**src/rtl/output_fifo.sv**
```systemverilog
// output_fifo: DEPTH-entry result buffer draining to a registered valid/ready stream with burst marking
module output_fifo #(
    parameter int DEPTH     = 16,
    parameter int WIDTH     = 32,
    parameter int BURST_LEN = 4
) (
    input  logic                     clk,
    input  logic                     rst,
    input  logic                     flush,
    input  logic                     wr_en,
    input  logic [WIDTH-1:0]         wr_data,
    output logic                     full,
    output logic                     overflow,
    output logic [$clog2(DEPTH):0]   count,
    output logic                     m_valid,
    input  logic                     m_ready,
    output logic [WIDTH-1:0]         m_data,
    output logic                     m_last,
    output logic                     idle
);
    localparam int AW = $clog2(DEPTH);
    localparam int BW = BURST_LEN > 1 ? $clog2(BURST_LEN) : 1;
    localparam logic [BW-1:0] LAST_BEAT = BW'(BURST_LEN - 1);

    logic [WIDTH-1:0] mem [DEPTH];
    logic [AW:0]      wr_ptr, rd_ptr;
    logic [BW-1:0]    beat;
    logic             empty, wr_ok, load, hs;

    // status is derived from registers only, so downstream sees no comb path from wr_en/m_ready
    always_comb begin
        empty  = wr_ptr == rd_ptr;
        full   = (wr_ptr[AW] != rd_ptr[AW]) && (wr_ptr[AW-1:0] == rd_ptr[AW-1:0]);
        count  = wr_ptr - rd_ptr;
        wr_ok  = wr_en && !full;
        hs     = m_valid && m_ready;
        load   = !empty && (!m_valid || m_ready);
        idle   = empty && !m_valid;
        m_last = m_valid && (beat == LAST_BEAT);
    end

    // storage array is not reset; a flush discards the concurrent write
    always_ff @(posedge clk) begin
        if (wr_ok && !flush) mem[wr_ptr[AW-1:0]] <= wr_data;
    end

    // pointers, output register, burst counter and sticky overflow
    always_ff @(posedge clk or negedge rst) begin
        if (!rst) begin
            wr_ptr   <= '0;
            rd_ptr   <= '0;
            beat     <= '0;
            m_valid  <= 1'b0;
            m_data   <= '0;
            overflow <= 1'b0;
        end else if (flush) begin
            wr_ptr   <= '0;
            rd_ptr   <= '0;
            beat     <= '0;
            m_valid  <= 1'b0;
            overflow <= 1'b0;
        end else begin
            if (wr_ok) wr_ptr <= wr_ptr + 1'b1;
            if (wr_en && full) overflow <= 1'b1;
            if (hs) beat <= (beat == LAST_BEAT) ? '0 : beat + 1'b1;
            if (load) begin
                m_data  <= mem[rd_ptr[AW-1:0]];
                m_valid <= 1'b1;
                rd_ptr  <= rd_ptr + 1'b1;
            end else if (hs) begin
                m_valid <= 1'b0;
            end
        end
    end
endmodule

```
**config.mk**
```make
export PLATFORM = sky130hd
export DESIGN_NAME = output_fifo
export DESIGN_NICKNAME = d
export VERILOG_FILES = /design/src/rtl/output_fifo.sv
export SDC_FILE = /design/constraint.sdc
export NUM_CORES = 1
export LEC_CHECK = 0
export CAP_MARGIN = 20
export CORE_MARGIN = 2
export CORE_UTILIZATION = 40
export DETAILED_ROUTE_END_ITERATION = 6
export HOLD_SLACK_MARGIN = 0.1
export SLEW_MARGIN = 40
export SYNTH_ARGS = -nofsm -noshare
export SYNTH_HDL_FRONTEND = slang
export SYNTH_SLANG_ARGS = --single-unit
```
**constraint.sdc**
```tcl
create_clock -name clk -period 7.4 [get_ports clk]
set_input_delay 1.48 -clock clk [delete_from_list [all_inputs] [get_ports clk]]
set_output_delay 1.48 -clock clk [all_outputs]
set_load 0.05 [all_outputs]
```
Yosys cells after proc, flatten, opt, wreduce, memory -nomap -nowiden --
Memories as Yosys holds them, arrays and structs flattened. A register that Yosys moved wholly into a read port is not among the register bits. Index checks and enable logic that the tools add are counted.
Cells by class: add/subtract/negate cells 4, eq/ne operators 4, mux-type cells 14, bitwise logic cells 1, reductions and logical operators 20
Operator list (number):
- 5-bit two-way mux | 4
- 5-bit by 1-bit adder with 5-bit output, second input constant | 2
- 1-bit logical AND | 8
- 2-bit nonzero test | 4
- 1-bit two-way mux | 7
- 2-bit two-way mux | 3
- 5-bit equality test | 1
- 1-bit zero test | 5
- 5-bit subtractor | 1
- 4-bit equality test | 1
- 3-bit nonzero test | 1
- 2-bit by 1-bit adder with 2-bit output, second input constant | 1
- 2-bit equality test, second input constant | 1
- 2-bit AND reduction | 1
- 1-bit logical OR | 1
- 1-bit != test | 1
- 1-bit inverter | 1
Word-level totals: flip-flop bits (word level) 14, memory bits (writable) 512, bits of input ports 37, output and inout bits 42, word-level logic and storage cells 49, memories kept 1
Memories:
- mem | depth 16, bits a word 32, rd ports 1, clocked after Yosys merged registers in 1, wr ports 1, RTL line 25 | logic [WIDTH-1:0] mem [DEPTH];

Depth between registers and ports, before layout --
depth in word-level cells 7, depth in mapped cells 10, gate-level depth less buffers 7

Worst setup path before layout --
No wires, ideal clock.
path type reg-to-reg, start register rd_ptr[2], end memory mem[3][0], enable pin, arrival 4.513 ns, slack 2.426 ns, cell stages (with the launch flop) 10, period minus slack after synthesis 4.974 ns, path through dfrtp_1 -> clkbuf_1 -> clkbuf_1 -> inv_1 -> ha_1 -> and4_1 -> clkbuf_1 -> a211oi_1 -> nand2_1 -> nor3_1
On the way: word-level cells in the longest chain between the ends 7
Ends and longest elaborated chain:
- start: declaration | RTL line 26 | logic [AW:0] wr_ptr, rd_ptr;
- start signal: assignment | RTL line 69 | rd_ptr <= rd_ptr + 1'b1;
- 4-bit equality test | RTL line 33 | full = (wr_ptr[AW] != rd_ptr[AW]) && (wr_ptr[AW-1:0] == rd_ptr[AW-1:0]);
- 1-bit logical AND | RTL line 33
- 1-bit zero test | RTL line 35 | wr_ok = wr_en && !full;
- 1-bit logical AND | RTL line 35
- 1-bit logical AND | RTL line 44 | if (wr_ok && !flush) mem[wr_ptr[AW-1:0]] <= wr_data;
- 1-bit two-way mux | RTL line 44
- 1-bit two-way mux (not written as such) | RTL line 44
- end: declaration | RTL line 25
Every way passes these cells.

Final worst setup path --
start register rd_ptr[1], end output count[4]
On the way: word-level cells in the longest chain between the ends 1
Ends and longest elaborated chain:
- 5-bit subtractor | RTL line 34 | count = wr_ptr - rd_ptr;
- end: declaration | RTL line 14 | output logic [$clog2(DEPTH):0] count,
Every way passes these cells.

==> impl_metrics.ini <==
[run]
max-cap-violations = 0

[die]
core_region_area_um2 = 53600
rows = 85
die_w_um = 236
dieArea_um2 = 55900
initial_core_util = 0.403
die_y_um = 236
ios = 79

[drt]
via_per_inst = 5.44
first_pass_iters = 4
num_vias = 11000
drc = 0
postRouteAntennaNets = 0
wl_um = 49400
post_drt_wl_per_cell_um = 24.4
drtIter0Drc = 873

[worst_hold_path]
min-delay-start = beat[1]$_DFFE_PN0P_
hold-path-cell-count = 2
hold_end = beat[1]$_DFFE_PN0P_
hp-class = reg -> reg

[sta]
tightest_slew_ps = 850
relSlewSlack = 0.430
slew_viol_final = 0
fin_crit_sh = 0.663
finalSetupTns_ps = 0
hold_viol = 0
rsz0062_at_grt = false
setup_viol_count_final = 0
skew_ps = 9.40
fin_crit_ps = 4900
fmax_mhz = 204

[worst_setup_path]
critPathArrivalTime_ps = 3420
r2r_slack_ps = 3110
r2r_end = mem[2][5]$_DFFE_PP_
path_class = reg -> out
cp_max_fo = 43
worstSetupStartpointType = flip-flop
cp-end-kind = output port
worstRegToRegCells = 8
regToRegStartpoint = rd_ptr[1]$_DFFE_PN0P_
required_ps = 5920

[yosys]
netlist_area_um2 = 21600
synthTopCellsByCount = edfxtp_1 (512), mux2i_1 (163), o22ai_1 (95), nor2_1 (89), dfrtp_1 (46)
synth_top_flop_cell = edfxtp_1
netlist_instances = 1185
seq_area_frac_synth = 0.764
ys_top_cells_by_area = edfxtp_1 (71%), mux2i_1 (7.5%), dfrtp_1 (5.3%)
syn-num-nets = 1233
synth.most_common_cell = edfxtp_1
synth_seq_cells = 558
netlist.area_leader.share = 0.711
yosysUniqueCellTypes = 40
yosysWarnings = 0
avgSynthCellArea_um2 = 18.2
async_flop_share = 0.0824
synth_top_cell_by_area = edfxtp_1
synth_edf_count = 512

[global_route]
grt_usage = 0.177
overflow = 0
grt_max_degree = 81
grt_pass1_wl_um = 73400
antenna_found_initial = 2
grt_pass1_vias = 11200

[clocking]
post-cts-setup-buffers = 0
clk_pin_slew_ps = 60
htree_levels = 2
ctsHoldBuffers = 0
cts_tree = done
clock_sinks = 558
insertion_delay_ps = 590
cts_resized = 0
cts-buffers-inserted = 55
cts_buffer_depth = 3
clockRootBuffer = clkbuf_16

[placement]
port_buffers = 78
dp_hpwl_um = 30800
place_congestion = 0.749
dp_cells = 1924

[power_and_ir_drop]
vdd_drop_max_uv = 179
p_per_area_nw_per_um2 = 325
p_leak_nw = 8.15

[finish]
final_layout_size_suffix_gt1_frac = 0.153
fin_cells = 2029
final_nets = 1334
area_growth_pct = 17.0

[run_status]
status = finished clean
==> power breakdown <==
part / switching [W] / internal (W)
clock: 0.00114 / 0.00154
sequential: 0.0000920 / 0.00356
combinational: 0.00113 / 0.000754
total: 0.00236 / 0.00585
==> through the flow <==
| step | cell area [µm²] | utilization | setup slack, ps | power, W | hold slack (ps) |
|---|---|---|---|---|---|
| 2_1_floorplan | 21600 | - | 2430 | 0.00506 | 506 |
| 3_3_place_gp | 23100 | 0.432 | 2580 | 0.00561 | 516 |
| 3_5_place_dp | 23500 | 0.439 | 2550 | 0.00562 | 538 |
| 4_1_cts | 25300 | 0.471 | 2230 | 0.00829 | 546 |
| 5_1_grt | 25300 | 0.472 | 2310 | 0.00851 | 582 |
| 6_report | 25300 | 0.472 | 2500 | 0.00822 | 540 |
==> cells in the final DEF, fill, tap and decap left out, drive strengths merged, types with 21 or more instances in the layout <==
master	instances
mux4	32
mux2	31
clkbuf	79
nor2	89
clkinv	21
a31oi	33
o22ai	95
clkdlybuf4s50	75
buf	38
dfrtp	46
mux2i	163
a211o	31
edfxtp	512
==> worst max path at each step <==
stage / startpoint / endpoint / depth (start not counted)
2_1_floorplan: rd_ptr[2]$_DFFE_PN0P_ / mem[3][0]$_DFFE_PP_ / 9
3_3_place_gp: flush / mem[6][10]$_DFFE_PP_ / 4
3_5_place_dp: flush / mem[2][29]$_DFFE_PP_ / 5
4_1_cts: rd_ptr[0]$_DFFE_PN0P_ / count[4] / 7
5_1_grt: rd_ptr[1]$_DFFE_PN0P_ / count[4] / 7
6_report: rd_ptr[1]$_DFFE_PN0P_ / count[4] / 7
==> per-layer routing <==
| metal | vias to the layer above | wire length, µm | GRT usage |
|---|---|---|---|
| li1 | 4946 | - | - |
| met1 | 5737 | 21900 | 0.246 |
| met2 | 275 | 24400 | 0.294 |
| met3 | 73 | 2250 | 0.0262 |
| met4 | 0 | 930 | 0.0487 |
| met5 | - | 0 | 0 |
==> flip-flops by register name, indices dropped and copies added (netlist names) <==
| name | count |
|---|---|
| mem | 512 |
| beat | 2 |
| overflow | 1 |
| m_valid | 1 |
| wr_ptr | 5 |
| rd_ptr | 5 |
| m_data | 32 |
==> area by class of cell <==
| type | instances | area [µm²] |
|---|---|---|
| antenna | 1 | 2.50 |
| clock buffer | 79 | 1570 |
| clock inverter | 24 | 160 |
| fill | 4528 | 28300 |
| inverter | 10 | 37.5 |
| multi-input combinational | 548 | 4810 |
| sequential | 558 | 16500 |
| tap | 696 | 871 |
| timing repair buffer | 113 | 1300 |
==> logic make-up (layout without fill, tap and decap cells) <==
group,count (synthesis),after routing,share of synthesized area
compound gates,178,178,0.0560
xor+xnor,12,12,0.00521
fa+ha+maj,11,11,0.00671
buf+inv,79,226,0.0192
flops,558,558,0.764
mux,226,226,0.125
other cells,0,1,0
simple gates,121,121,0.0236
==> worst max-delay path, stage by stage, from the launching register on <==
cell and delay [ps]:
dfrtp_2 340, buf_4 510, inv_1 180, fa_1 470, a21o_1 180, a21oi_1 180, xnor2_1 140, clkdlybuf4s50_1 820
(Power assumes the default switching activity.)
